<file path="src/rtl/uart_loader_if.sv">
// Byte-stream, reply and RAM-write signals between the UART boot loader and its neighbours.
// master = loader side, slave = buart / RAM / CPU-reset side.
interface uart_loader_if;
  logic        rx_valid;
  logic [7:0]  rx_data;
  logic        rx_rd;
  logic        tx_busy;
  logic        tx_wr;
  logic [7:0]  tx_data;
  logic        mem_write_enable;
  logic [15:0] mem_write_addr;
  logic [15:0] mem_write_data;
  logic        cpu_hold;
  logic        load_done;
  logic        load_error;

  modport master (
    input  rx_valid, rx_data, tx_busy,
    output rx_rd, tx_wr, tx_data,
    output mem_write_enable, mem_write_addr, mem_write_data,
    output cpu_hold, load_done, load_error
  );

  modport slave (
    output rx_valid, rx_data, tx_busy,
    input  rx_rd, tx_wr, tx_data,
    input  mem_write_enable, mem_write_addr, mem_write_data,
    input  cpu_hold, load_done, load_error
  );
endinterface

</file>
<file path="src/rtl/uart_loader.sv">
// UART boot loader: parses SYNC/LEN/data/CHK frames from the buart, writes 16-bit words
// into RAM, holds the CPU in reset until a frame checks good, and replies ACK or NAK.
module uart_loader #(
  parameter logic [7:0]  SYNC_BYTE = 8'hA5,
  parameter int unsigned MEM_WORDS = 4096,
  parameter logic [23:0] TIMEOUT   = 24'd600000,
  parameter logic [7:0]  ACK_BYTE  = 8'h06,
  parameter logic [7:0]  NAK_BYTE  = 8'h15
) (
  input  logic          clk,
  input  logic          reset,
  uart_loader_if.master bus
);

  typedef enum logic [2:0] {
    S_IDLE, S_LEN_HI, S_LEN_LO, S_DATA_HI, S_DATA_LO, S_CHK, S_RESP
  } state_t;

  state_t      state;
  logic        rd_d;
  logic [7:0]  hi_byte;
  logic [7:0]  chk_acc;
  logic [7:0]  resp_byte;
  logic [15:0] len;
  logic [15:0] idx;
  logic [23:0] tmo;

  logic        accept;
  logic        in_frame;
  logic [15:0] len_w;
  logic [15:0] idx_next;

  // The buart needs a cycle after rx_rd to drop rx_valid, so skip both the strobe cycle and the next.
  assign accept   = bus.rx_valid && !bus.rx_rd && !rd_d && (state != S_RESP);
  assign in_frame = (state != S_IDLE) && (state != S_RESP);
  assign len_w    = {hi_byte, bus.rx_data};
  assign idx_next = idx + 16'd1;

  always_ff @(posedge clk or posedge reset) begin
    if (reset) begin
      state                <= S_IDLE;
      rd_d                 <= 1'b0;
      hi_byte              <= '0;
      chk_acc              <= '0;
      resp_byte            <= '0;
      len                  <= '0;
      idx                  <= '0;
      tmo                  <= '0;
      bus.rx_rd            <= 1'b0;
      bus.tx_wr            <= 1'b0;
      bus.tx_data          <= '0;
      bus.mem_write_enable <= 1'b0;
      bus.mem_write_addr   <= '0;
      bus.mem_write_data   <= '0;
      bus.cpu_hold         <= 1'b1;
      bus.load_done        <= 1'b0;
      bus.load_error       <= 1'b0;
    end else begin
      bus.rx_rd            <= accept;
      rd_d                 <= bus.rx_rd;
      bus.mem_write_enable <= 1'b0;
      bus.tx_wr            <= 1'b0;

      // Inter-byte silence counter, only meaningful once a frame has started.
      if (in_frame && !accept) tmo <= tmo + 24'd1;
      else                     tmo <= '0;

      if (in_frame && !accept && (tmo == TIMEOUT - 24'd1)) begin
        resp_byte      <= NAK_BYTE;
        bus.load_error <= 1'b1;
        state          <= S_RESP;
      end else begin
        case (state)
          S_IDLE: begin
            if (accept && (bus.rx_data == SYNC_BYTE)) begin
              bus.cpu_hold   <= 1'b1;
              bus.load_done  <= 1'b0;
              bus.load_error <= 1'b0;
              chk_acc        <= '0;
              state          <= S_LEN_HI;
            end
          end
          S_LEN_HI: begin
            if (accept) begin
              hi_byte <= bus.rx_data;
              state   <= S_LEN_LO;
            end
          end
          S_LEN_LO: begin
            if (accept) begin
              len <= len_w;
              idx <= '0;
              if (len_w == 16'd0) begin
                state <= S_CHK;
              end else if (len_w > 16'(MEM_WORDS)) begin
                resp_byte      <= NAK_BYTE;
                bus.load_error <= 1'b1;
                state          <= S_RESP;
              end else begin
                state <= S_DATA_HI;
              end
            end
          end
          S_DATA_HI: begin
            if (accept) begin
              hi_byte <= bus.rx_data;
              chk_acc <= chk_acc ^ bus.rx_data;
              state   <= S_DATA_LO;
            end
          end
          S_DATA_LO: begin
            if (accept) begin
              chk_acc              <= chk_acc ^ bus.rx_data;
              bus.mem_write_enable <= 1'b1;
              bus.mem_write_addr   <= idx;
              bus.mem_write_data   <= {hi_byte, bus.rx_data};
              idx                  <= idx_next;
              state                <= (idx_next == len) ? S_CHK : S_DATA_HI;
            end
          end
          S_CHK: begin
            if (accept) begin
              if (bus.rx_data == chk_acc) begin
                resp_byte     <= ACK_BYTE;
                bus.load_done <= 1'b1;
                bus.cpu_hold  <= 1'b0;
              end else begin
                resp_byte      <= NAK_BYTE;
                bus.load_error <= 1'b1;
              end
              state <= S_RESP;
            end
          end
          S_RESP: begin
            if (!bus.tx_busy) begin
              bus.tx_wr   <= 1'b1;
              bus.tx_data <= resp_byte;
              state       <= S_IDLE;
            end
          end
          default: state <= S_IDLE;
        endcase
      end
    end
  end

endmodule

</file>
<file path="src/flat_wrapper.sv">
// flat-port wrapper written by rule: the top's interface ports become plain ports
module uart_loader_flat 
#(
  parameter logic [7:0]  SYNC_BYTE = 8'hA5,
  parameter int unsigned MEM_WORDS = 4096,
  parameter logic [23:0] TIMEOUT   = 24'd600000,
  parameter logic [7:0]  ACK_BYTE  = 8'h06,
  parameter logic [7:0]  NAK_BYTE  = 8'h15
)
  (clk, reset, bus_rx_valid, bus_rx_data, bus_tx_busy, bus_rx_rd, bus_tx_wr, bus_tx_data, bus_mem_write_enable, bus_mem_write_addr, bus_mem_write_data, bus_cpu_hold, bus_load_done, bus_load_error);
  uart_loader_if bus_i ();
  input  logic clk;
  input  logic reset;
  input wire logic [$bits(bus_i.rx_valid)-1:0] bus_rx_valid;
  input wire logic [$bits(bus_i.rx_data)-1:0] bus_rx_data;
  input wire logic [$bits(bus_i.tx_busy)-1:0] bus_tx_busy;
  output wire logic [$bits(bus_i.rx_rd)-1:0] bus_rx_rd;
  output wire logic [$bits(bus_i.tx_wr)-1:0] bus_tx_wr;
  output wire logic [$bits(bus_i.tx_data)-1:0] bus_tx_data;
  output wire logic [$bits(bus_i.mem_write_enable)-1:0] bus_mem_write_enable;
  output wire logic [$bits(bus_i.mem_write_addr)-1:0] bus_mem_write_addr;
  output wire logic [$bits(bus_i.mem_write_data)-1:0] bus_mem_write_data;
  output wire logic [$bits(bus_i.cpu_hold)-1:0] bus_cpu_hold;
  output wire logic [$bits(bus_i.load_done)-1:0] bus_load_done;
  output wire logic [$bits(bus_i.load_error)-1:0] bus_load_error;
  assign bus_i.rx_valid = bus_rx_valid;
  assign bus_i.rx_data = bus_rx_data;
  assign bus_i.tx_busy = bus_tx_busy;
  assign bus_rx_rd = bus_i.rx_rd;
  assign bus_tx_wr = bus_i.tx_wr;
  assign bus_tx_data = bus_i.tx_data;
  assign bus_mem_write_enable = bus_i.mem_write_enable;
  assign bus_mem_write_addr = bus_i.mem_write_addr;
  assign bus_mem_write_data = bus_i.mem_write_data;
  assign bus_cpu_hold = bus_i.cpu_hold;
  assign bus_load_done = bus_i.load_done;
  assign bus_load_error = bus_i.load_error;
  uart_loader #(.SYNC_BYTE(SYNC_BYTE), .MEM_WORDS(MEM_WORDS), .TIMEOUT(TIMEOUT), .ACK_BYTE(ACK_BYTE), .NAK_BYTE(NAK_BYTE)) u_core (.clk(clk), .reset(reset), .bus(bus_i));
endmodule
</file>
<file path="config.mk">
export PLATFORM = sky130hd
export DESIGN_NAME = uart_loader_flat
export DESIGN_NICKNAME = d
export VERILOG_FILES = /design/src/rtl/uart_loader_if.sv /design/src/rtl/uart_loader.sv /design/src/flat_wrapper.sv
export SDC_FILE = /design/constraint.sdc
export NUM_CORES = 1
export LEC_CHECK = 0
export CAP_MARGIN = 5
export CORE_MARGIN = 2
export CORE_UTILIZATION = 30
export CTS_CLUSTER_DIAMETER = 150
export DETAILED_ROUTE_END_ITERATION = 16
export GPL_TIMING_DRIVEN = 0
export HOLD_SLACK_MARGIN = 0.05
export PLACE_DENSITY = 0.46
export SLEW_MARGIN = 10
export SYNTH_ARGS = -nofsm -noshare
export SYNTH_HDL_FRONTEND = slang
export SYNTH_SLANG_ARGS = --single-unit
</file>
<file path="constraint.sdc">
create_clock -name clk -period 5.35 [get_ports clk]
set_input_delay 0.8025 -clock clk [delete_from_list [all_inputs] [get_ports clk]]
set_output_delay 0.8025 -clock clk [all_outputs]
set_load 0.05 [all_outputs]
</file>
==> results.md, run 1 <==
- Buffer depth of the longest clock path: 2
- Setup repair bufs after CTS: 0
- Met1 routing resource usage after global routing: 21.47%
- # fillers: 2034
- Most frequently used cell type in the post-synthesis netlist: nand2_1
- Layout overhead on the synthesized area: 25.52%
- Count of different cell masters after synthesis: 60
- Worst Hold Class: reg -> reg
- Outcome: finished clean
- Maximum number of pins on one net before global-route repair: 68
- Initial cell density of the core: a little under a third
- Category of cells accounting for the largest share of critical-path delay: buffers and inverters
- Final total negative setup slack: 0 ns
- Final period demand of the worst path: 2.853 ns
- Worst path max stage delay: 0.52 ns
- Cell-by-cell trace of the critical path: clkdlybuf4s50_1 -> or3b_1 -> buf_2 -> nor2_1 -> nand2_1 -> inv_2 -> clkbuf_1 -> nand2_1 -> nand2_1
- Mean routed wirelength per cell: 15.37 microns
- Most frequent CP cell: nand2_1
- Fraction of layout instances using a drive strength above 1: 11.33%
- Top Ports: just under 60
- First-pass GRT wire length: 25860 microns
- Count of mapped cells out of synthesis: 636
- Routed vias/inst: 4.868
- Clock latency on the worst-skew pair: 0.42 ns
- CP Launch Type: input port
- Transition at the pin with the smallest max-transition slack: 0.7769 ns
- Count of yosys warnings during synthesis: 0
- Die outline height: 145.2 microns
- Critical-path maximum fanout: 10
- Buf/Inv on CP: 4
- Fraction of the yosys area taken by sequential cells: 50.26%
- Quantity of hold-fixing buffers added after cts: 0
- Clock sinks: 120
- Number of buffers created by CTS: 17
- Async S/R FF share, synth: 100.0%
- Count of H-tree levels built during CTS: 4
- Worst clock skew on the final layout: slightly below 0.008 ns
- Number of enable-type register cells in the synthesized netlist: 0
- Clock Root Buffer: clkbuf_16
- Vias in the first global route: 4793
- Cells resized by post-CTS repair: 0
- CTS clock-pin slew for the worst setup and hold paths: 0.05 ns
- Share of the synthesized area in the top cell type: between 40% and 50%
- Power density over the cells: between 500 and 600 nW/um^2
- Predominant post-synthesis flop cell: dfrtp_1
- Library cell occupying the most area in the post-synthesis netlist: dfrtp_1
- Area of placed instances: 6873 sq um
- Routed wire length: 15200 microns
- Met3 Usage GRT: under 10%
- Worst VDD drop: 0.3297 mV
- Worst rel slew slack: 47.73%
- Kind of end point of the critical path: flip-flop
- Highest achievable clock rate: 350.5 MHz
- Cell area after layout: ~7500 sq um
- Setup repair after global routing missed its margin: false
- Number of antenna cells inserted: 0
- Biggest area contributors in the synthesized netlist: dfrtp_1, nand2_1, xnor2_1, mux2_2, nor2_1
- Mean cell area of the mapped netlist: 9.398 sq um
- Number of detailed-route iterations in the first pass: 4
- Number of antenna violations at the first check in global routing: 0
- Post-synth design cell area: around 6000 sq um
- Met2 demand-to-capacity share in global routing: 23.40%
- Placed wire-length estimate after detailed placement: ~11000 microns
- Critical Setup Path Class: in -> reg
- DIE AREA: approximately 21000 sq um
- Lkg Pwr: 3.296 nW
- Period Utilization, post-route: 53.32%
- PortBufs: 52
- Global route overflow: 0
- Final Hold Violating Endpoints: 0
- Weighted congestion at the end of routability-driven global placement: 0.8059
- Routing layer with the top usage in global route: met2
- Initial drt markers: 276
- Worst-path cell with the longest stage delay: clkdlybuf4s50_1
- TritonCTS clock tree: done
- Final setup fails: 0
- Most frequent cells after synthesis: nand2_1, dfrtp_1, nor2_1
- GRT Total Usage: 15.33%
- Number of max-capacitance violations reported: 0
- # DRC: 0
- Floorplan die width: approximately 150 microns
- Number of antenna-violating nets in the routed design: 0
- Area of the core: 19530 sq um
- Cell row count: 51
- Critical Path AT: 3.20 ns
- Number of nets in the layout: slightly above 700
- Max Transition Viols Final: 0
- Post-route total power: 3.907 mW
- Register bit total from synthesis: 120
- Detailed-route via count: 4814
- Worst endpoint required time: 5.70 ns
==> final timing paths <==
kind                                      from                             to  slack (ns)  cells past startpoint
max                               bus_rx_valid  u_core.bus.mem_write_data[13]        2.50                      9
min                        u_core.bus.cpu_hold            u_core.bus.cpu_hold        0.46                      2
max reg2reg                      u_core.idx[1]                u_core.state[1]        2.72                      7
min reg2reg                u_core.bus.cpu_hold            u_core.bus.cpu_hold        0.46                      2
max in group asynchronous                reset            u_core.bus.cpu_hold        3.73                      3
min in group asynchronous                reset  u_core.bus.mem_write_addr[15]        0.87                      2
==> kinds of logic (layout without fill, tap and decap cells) <==
group           after synthesis  after routing  share of synthesized area, %
simple gates                301            301                         24.47
flops                       120            120                         50.26
compound gates               91             91                         9.148
buf+inv                      49            134                         3.915
xor+xnor                     43             43                         6.301
mux                          29             29                         5.422
fa+ha+maj                     2              2                        0.4186
other cells                   1              4                       0.06274
==> report_power, final <==
group / leakage, nW / total, mW / internal [mW] / switching [mW]
logic: 1.41 / 1.33 / 0.497 / 0.837
clock network: 0.306 / 1.23 / 0.803 / 0.429
registers: 1.58 / 1.34 / 1.15 / 0.194
==> layout make-up <==
class / count / area, sq um / area share (%)
plain buffers: 37 / 188.9 / 2.518
clock buffers: 20 / 456.7 / 6.087
clock inverters: 12 / 172.7 / 2.302
inverters: 12 / 50.05 / 0.6671
multi-input cells: 470 / 2750 / 36.66
flip-flops and latches: 120 / 3004 / 40.04
well taps: 265 / 331.6 / 4.420
repair buffers: 53 / 548.0 / 7.305
==> registers in the layout, indices dropped and copies added (netlist names), 3 cells and up <==
name                       count
u_core.len                    16
u_core.idx                    16
u_core.chk_acc                 8
u_core.resp_byte               3
u_core.bus.mem_write_addr     16
u_core.bus.tx_data             3
u_core.tmo                    24
u_core.hi_byte                 8
u_core.bus.mem_write_data     16
u_core.state                   3
==> layer usage <==
layer | up-vias | part of all wire [%]
li1 | 2323 | -
met1 | 2374 | 48
met2 | 98 | 46
met3 | 19 | 3.9
met4 | 0 | 1.5
met5 | - | 0
==> worst min-delay path, cell delays in order, from the launching register on <==
cell,delay [ns]
dfstp_2,0.37
inv_1,0.04
a21oi_1,0.05
==> per-stage QoR <==
step           util (%)  worst slack (ns)  hold slack, ns  cells
6_report          38.42             2.497          0.4637    989
5_1_grt           38.42             2.273          0.4779    989
4_1_cts           38.42             2.502          0.4674    989
3_5_place_dp      35.20             2.071          0.4582    957
3_3_place_gp      35.03           -0.6251          0.4551    956
2_1_floorplan         -             1.363          0.4331    639
==> placed cells by master, fill, tap and decap left out, drive strengths merged, types with 3 or more instances in the layout <==
master and instances:
nor4b 3, and4 3, xnor2 25, inv 13, clkbuf 34, nor2 50, buf 24, a21o 3
bufinv 4, nor2b 5, nand2 132, conb 4, clkinv 5, o211ai 3, nand2b 15, nand3 24
or3 12, a21oi 13, nand4 13, and2 5, nor3b 3, o31ai 6, nor4 7, dfrtp 119
clkdlybuf4s50 52, and3 10, mux2 27, o21ai 52, nor3 11, xor2 18
Power figures use the tool's default switching activity.
==> run 2, diff against run 1 <==
--- a/config.mk
+++ b/config.mk
@@ -12,7 +12,7 @@
 export DETAILED_ROUTE_END_ITERATION = 16
 export GPL_TIMING_DRIVEN = 0
 export HOLD_SLACK_MARGIN = 0.05
-export PLACE_DENSITY = 0.46
+export PLACE_DENSITY = 0.48
 export SLEW_MARGIN = 10
 export SYNTH_ARGS = -nofsm -noshare
 export SYNTH_HDL_FRONTEND = slang
==> constraint.sdc (replaced) <==
create_clock -name clk -period 2.32 [get_ports clk]
set_input_delay 0.348 -clock clk [delete_from_list [all_inputs] [get_ports clk]]
set_output_delay 0.348 -clock clk [all_outputs]
set_load 0.05 [all_outputs]
==> run 2 against run 1 <==
Die area did not move; via count down 0.33%; clock skew is 0.0065 ns higher; first-iteration DRC count fell by 12%; setup slack got worse by 2.4 ns; core utilization rose by 0.75 points; sequential power is 130% higher; final cell count increased by 0.81%; non-clock buffer count is 8 higher; clock power is 120% higher; sequential share of layout area fell by 0.75 points.
==> results.md, run 2 (synthesis gave the netlist of run 1 again) <==
- Outcome: finished clean
- Number of buffers created by CTS: 17 (unchanged)
- Layout overhead on the synthesized area: 27.97%
- Post-Place Worst Slack: -0.5267 ns (-2.598 ns)
- TritonCTS clock tree: done
- Worst VDD drop: 0.5533 mV (+68%)
- Maximum number of pins on one net before global-route repair: 38 (-44%)
- Transition at the pin with the smallest max-transition slack: 0.6526 ns (-0.1243 ns)
- Kind of end point of the critical path: flip-flop
- Period Utilization, post-route: 95.00%
- Cell row count: 51 (unchanged)
- Floorplan die width: 145.2 microns (unchanged)
- Slack of the worst reg-to-reg path: 0.12 ns (-2.60 ns)
- Final-layout worst hold slack: 0.3237 ns (-0.1400 ns)
- Count of H-tree levels built during CTS: 4 (unchanged)
- Die outline height: 145.2 microns (unchanged)
- Fraction of layout instances using a drive strength above 1: 14.75% (+3.4 points)
- PortBufs: 52 (unchanged)
- Cell count of the worst reg-to-reg path: 6 (-1)
- Routed vias/inst: 4.812 (-1.1%)
- Placed wire-length estimate after detailed placement: 10880 microns (+0.59%)
- Critical Setup Path Class: reg -> reg
- Number of antenna-violating nets in the routed design: 0 (unchanged)
- Worst endpoint required time: 2.62 ns (-3.08 ns)
- Worst Hold Class: in -> reg
- First-pass GRT wire length: 26010 microns (+0.59%)
- Hold Path Depth: 3 (+1)
- Quantity of hold-fixing buffers added after cts: 0 (unchanged)
- Setup slack of the critical path after layout: 0.1159 ns (-2.381 ns)
- Number of antenna violations at the first check in global routing: 0 (unchanged)
- Total placed cells including tap cells: 959 (+0.21%)
- Number of antenna cells inserted: 0 (unchanged)
- Worst r2r src: u_core.idx[0]
- Vias in the first global route: 4825 (+0.67%)
- Worst r2r dst: u_core.state[1]
- Clock Root Buffer: clkbuf_16
- Largest reg by FF count: u_core.tmo
- Final period demand of the worst path: ~2.2 ns
- Hold worst-path end: u_core.bus.mem_write_data[4]
- Routed wire length: 15420 microns (+1.5%)
- Number of max-capacitance violations reported: 0 (unchanged)
- Initial drt markers: 244 (-12%)
- Mean routed wirelength per cell: 15.47 microns (+0.65%)
- Detailed-route via count: 4798 (-0.33%)
- Worst clock skew on the final layout: 0.01424 ns (+0.006502 ns)
- Critical Path AT: 2.50 ns (-0.70 ns)
- Clock latency on the worst-skew pair: 0.42 ns (about the same)
- Non-filler instance count after layout: 997 (+0.81%)
- Clock sinks: 120 (unchanged)
- Highest achievable clock rate: 453.7 MHz
- DIE AREA: 21070 sq um (unchanged)
- Area of the core: 19530 sq um (unchanged)
- Final Hold Violating Endpoints: 0 (unchanged)
- Largest register FFs: 24 (unchanged)
- Setup repair after global routing missed its margin: false
- Post-route total power: 8.884 mW (+130%)
- Initial cell density of the core: 30.61% (unchanged)
- Lkg Pwr: 3.392 nW (+2.9%)
- Number of nets in the layout: 733 (+1.1%)
- Max Transition Viols Final: 0 (unchanged)
- Top Ports: 58 (unchanged)
- Number of detailed-route iterations in the first pass: 4 (unchanged)
- Fin util: 39.17% (+0.75 points)
- GRT Total Usage: 15.54% (+0.21 points)
- Final setup fails: 0 (unchanged)
- Worst rel slew slack: 56.40% (+8.7 points)
- Leading cell type in the layout, fill and taps excluded: nand2_1
- Hold wc startpoint: bus_rx_data[4]
- Global route overflow: 0 (unchanged)
- CTS clock-pin slew for the worst setup and hold paths: 0.06 ns (about the same)
- Buffer depth of the longest clock path: 2 (unchanged)
- # DRC: 0 (unchanged)
- Critical-path maximum fanout: 8 (-2)
- CP Launch Type: flip-flop
- Weighted congestion at the end of routability-driven global placement: 0.8692 (+7.9%)
- Power density over the cells: 1161 nW/um^2 (+120%)
- Commonest cells after routing, fill and taps aside: nand2_1, dfrtp_1, nor2_1, clkdlybuf4s50_1, o21ai_0
## run 2: cell count changes in the layout (fill, tap and decap cells not counted), moves of 3 or more
cell,previous run,this run
buf_12,0,3
nor4_1,5,1
clkdlybuf4s50_1,52,47
clkbuf_1,15,12
dlymetal6s2s_1,0,3
clkbuf_2,0,4
nor4_4,0,3
buf_4,7,14
## run 2: what timing repair did
| action | 4_1_cts | 5_1_grt |
|---|---|---|
| resized for setup | 11 | 22 |
| cloned | 0 | 0 |
| setup endpoints to repair | 46 | 46 |
| pin swaps | 1 | 5 |
| setup buffers | 2 | 4 |
## run 2: per-layer routing
metal | vias up | part of all wire, % | global-route usage [%]
met5 | - | 0 | 0
met2 | 103 | 45 | 24.17
met1 | 2348 | 50 | 21.24
li1 | 2330 | - | -
met4 | 0 | 1.7 | 6.029
met3 | 17 | 3.4 | 3.302
## run 2: final cells by class
| cell class | instances | area (sq um) |
|---|---|---|
| inverters | 12 | 48.80 |
| repair buffers | 61 | 630.6 |
| clock buffers | 21 | 470.5 |
| fillers | 2000 | 11880 |
| clock inverters | 11 | 120.1 |
| well taps | 265 | 331.6 |
| plain buffers | 37 | 206.4 |
| flip-flops and latches | 120 | 3005 |
| multi-input cells | 470 | 2835 |
## run 2: how the worst max path moves through the flow
stage | end | start
3_3_place_gp | u_core.bus.mem_write_data[10] | reset
3_5_place_dp | u_core.state[1] | bus_rx_data[7]
6_report | u_core.state[1] | u_core.idx[0]
2_1_floorplan | u_core.idx[3] | u_core.bus.rx_rd
5_1_grt | u_core.state[1] | u_core.idx[0]
4_1_cts | u_core.chk_acc[4] | bus_rx_data[6]
## run 2: worst max-delay path, stage by stage (launching register included)
cell and delay (ns):
dfrtp_1 0.36, buf_2 0.20, nand4_1 0.18, or3_1 0.44
o41ai_2 0.37, nand4_1 0.22, o31a_1 0.33
## run 2: stage by stage
step           TNS (ns)  area, sq um
2_1_floorplan         0         5992
3_3_place_gp    -114.62         6844
3_5_place_dp     -29.67         6904
4_1_cts               0         7541
5_1_grt               0         7649
6_report              0         7649
## run 2: power breakdown
part / leakage (nW) / internal, mW / total, mW / switching, mW
sequential: 1.58 / 2.65 / 3.10 / 0.459
combinational: 1.53 / 1.18 / 3.13 / 1.95
clock: 0.286 / 1.66 / 2.65 / 0.986
total: 3.39 / 5.49 / 8.88 / 3.39
==> run 3, diff against run 2 <==
--- a/config.mk
+++ b/config.mk
@@ -12,8 +12,8 @@
 export DETAILED_ROUTE_END_ITERATION = 16
 export GPL_TIMING_DRIVEN = 0
 export HOLD_SLACK_MARGIN = 0.05
+export MAX_ROUTING_LAYER = met4
 export PLACE_DENSITY = 0.48
-export SLEW_MARGIN = 10
 export SYNTH_ARGS = -nofsm -noshare
 export SYNTH_HDL_FRONTEND = slang
 export SYNTH_SLANG_ARGS = --single-unit
==> run 3 against run 2 <==
Fmax fell by 1.0%; setup slack got worse by 0.023 ns; sequential share of layout area fell by 0.077 points; register-to-register slack got worse by 0.02 ns; combinational power rose by 1%; critical path type unchanged; largest cell class unchanged; highest routed layer unchanged.
==> results.md, run 3 (synthesis gave the netlist of run 1 again) <==
- Non-filler instance count after layout: 995 (-0.20%)
- Worst endpoint required time: 2.61 ns (about the same)
- Number of antenna violations at the first check in global routing: 0 (unchanged)
- Lkg Pwr: 3.438 nW (+1.4%)
- Worst Hold Class: in -> reg
- Met2 demand-to-capacity share in global routing: 24.10% (-0.071 points)
- GRT Total Usage: 15.86% (+0.32 points)
- Met3 Usage GRT: 3.774% (+0.47 points)
- Initial cell density of the core: 30.61% (unchanged)
- Max Transition Viols Final: 0 (unchanged)
- Critical Setup Path Class: reg -> reg
- Commonest cells after routing, fill and taps aside: nand2_1, dfrtp_1, nor2_1, clkdlybuf4s50_1, o21ai_0
- Layout overhead on the synthesized area: 28.22%
- Fraction of layout instances using a drive strength above 1: 14.79% (+0.040 points)
- Global route overflow: 0 (unchanged)
- Buffer depth of the longest clock path: 2 (unchanged)
- Detailed-route via count: 4791 (-0.15%)
- Top Ports: 58 (unchanged)
- Worst path max stage delay: 0.41 ns (-0.03 ns)
- Vias in the first global route: 4845 (+0.41%)
- Count of H-tree levels built during CTS: 4 (unchanged)
- Worst VDD drop: 0.8820 mV (+59%)
- Maximum number of pins on one net before global-route repair: 41 (+7.9%)
- Initial drt markers: 236 (-3.3%)
- Clock Root Buffer: clkbuf_16
- # DRC: 0 (unchanged)
- Largest reg by FF count: u_core.tmo
- Number of antenna-violating nets in the routed design: 0 (unchanged)
- Final Hold Violating Endpoints: 0 (unchanged)
- Placed wire-length estimate after detailed placement: 11070 microns (+1.7%)
- Cell-by-cell trace of the critical path: clkbuf_4 -> nand4_1 -> or3_4 -> o41ai_4 -> nand4_1 -> o31a_1
- CTS clock-pin slew for the worst setup and hold paths: 0.05 ns (about the same)
- CP Launch Type: flip-flop
- Largest register FFs: 24 (unchanged)
- Leading cell type in the layout, fill and taps excluded: nand2_1
- Number of antenna cells inserted: 0 (unchanged)
- Post-Place Worst Slack: -0.4826 ns (+0.04415 ns)
- Setup slack of the critical path after layout: 0.09260 ns (-0.02334 ns)
- Area of the core: 19530 sq um (unchanged)
- Cell row count: 51 (unchanged)
- Number of max-capacitance violations reported: 0 (unchanged)
- Routed vias/inst: 4.815 (about the same)
- Critical Path AT: 2.52 ns (+0.02 ns)
- DIE AREA: 21070 sq um (unchanged)
- Clock latency on the worst-skew pair: 0.42 ns (about the same)
- Number of nets in the layout: 731 (-0.27%)
- Number of buffers created by CTS: 17 (unchanged)
- Most frequent CP cell: nand4_1
- Kind of end point of the critical path: flip-flop
- Transition at the pin with the smallest max-transition slack: 0.5968 ns (-0.05585 ns)
- Period Utilization, post-route: 96.01% (+1.0 points)
- Routing layer with the top usage in global route: met2
- TritonCTS clock tree: done
- Floorplan die width: 145.2 microns (unchanged)
- Number of detailed-route iterations in the first pass: 4 (unchanged)
- Mean routed wirelength per cell: 15.60 microns (+0.81%)
- Worst rel slew slack: 59.85% (+3.4 points)
- Outcome: finished clean
- Worst clock skew on the final layout: 0.006843 ns (-0.007393 ns)
- PortBufs: 52 (unchanged)
- Worst-path cell with the longest stage delay: or3_4
- Post-route total power: 8.830 mW (-0.61%)
- Clock sinks: 120 (unchanged)
- First-pass GRT wire length: 25920 microns (-0.37%)
- Routed wire length: 15520 microns (+0.61%)
- Power density over the cells: 1152 nW/um^2 (-0.80%)
- Met1 routing resource usage after global routing: 20.99% (-0.25 points)
- Weighted congestion at the end of routability-driven global placement: 0.9059 (+4.2%)
- Highest achievable clock rate: 449.0 MHz (-1.0%)
- Total placed cells including tap cells: 959 (unchanged)
- Die outline height: 145.2 microns (unchanged)
- Final setup fails: 0 (unchanged)
- Final-layout worst hold slack: 0.3222 ns (-0.001566 ns)
- Final period demand of the worst path: 2.227 ns (+0.02334 ns)
- Critical-path maximum fanout: 8 (unchanged)
==> run 3: critical path: cells and delay by family (launching register included) <==
family / cells / cell delay (ns)
flip-flops: 1 / 0.35
AND/OR/NAND/NOR: 3 / 0.85
buffers and inverters: 1 / 0.20
AO/OA/AOI/OAI: 2 / 0.71
==> run 3: repair_timing <==
action / CTS / global route
setup endpoints to repair: 38 / 42
resized for setup: 11 / 32
hold buffers: 0 / 0
buffers inserted: 2 / 2
cloned: 0 / 0
pin swaps: 1 / 6
==> run 3: metrics by stage <==
step	util, %	setup TNS [ns]	area, sq um
after floorplan	-	0	5992
after global placement	35.05	-116.81	6844
after detailed placement	35.36	-27.49	6904
after CTS	38.58	-0.01492	7533
after global routing	39.25	-0.004948	7664
final	39.25	0	7664
==> run 3: layer usage <==
| metal | vias up | routed length, microns |
|---|---|---|
| li1 | 2330 | - |
| met1 | 2366 | 7660 |
| met2 | 82 | 7099 |
| met3 | 13 | 515 |
| met4 | 0 | 243 |
| met5 | - | 0 |
==> run 3: path summary, 6_finish.rpt <==
path	from	to	slack (ns)	cells after the start
worst max register to register	u_core.idx[0]	u_core.state[1]	0.09	6
min in group asynchronous	reset	u_core.tmo[0]	0.35	2
worst max-delay path	u_core.idx[0]	u_core.state[1]	0.09	6
max in group asynchronous	reset	u_core.bus.mem_write_data[3]	1.16	4
worst min-delay path	bus_rx_data[4]	u_core.bus.mem_write_data[4]	0.32	3
worst min register to register	u_core.bus.rx_rd	u_core.rd_d	0.42	0
==> run 3: layout make-up <==
| type | instances | area, sq um |
|---|---|---|
| Clock inverter | 8 | 95.09 |
| Multi-Input combinational cell | 470 | 2863 |
| Timing Repair Buffer | 59 | 623.1 |
| Fill cell | 2029 | 11860 |
| Clock buffer | 24 | 481.7 |
| Tap cell | 265 | 331.6 |
| Inverter | 12 | 48.80 |
| Sequential cell | 120 | 3005 |
| Buffer | 37 | 215.2 |
==> run 3: power breakdown <==
| group | internal, mW | total [mW] | leakage [nW] | switching (mW) |
|---|---|---|---|---|
| registers | 2.65 | 3.09 | 1.58 | 0.445 |
| clock network | 1.66 | 2.57 | 0.280 | 0.915 |
| logic | 1.19 | 3.17 | 1.58 | 1.97 |
| total | 5.50 | 8.83 | 3.44 | 3.33 |
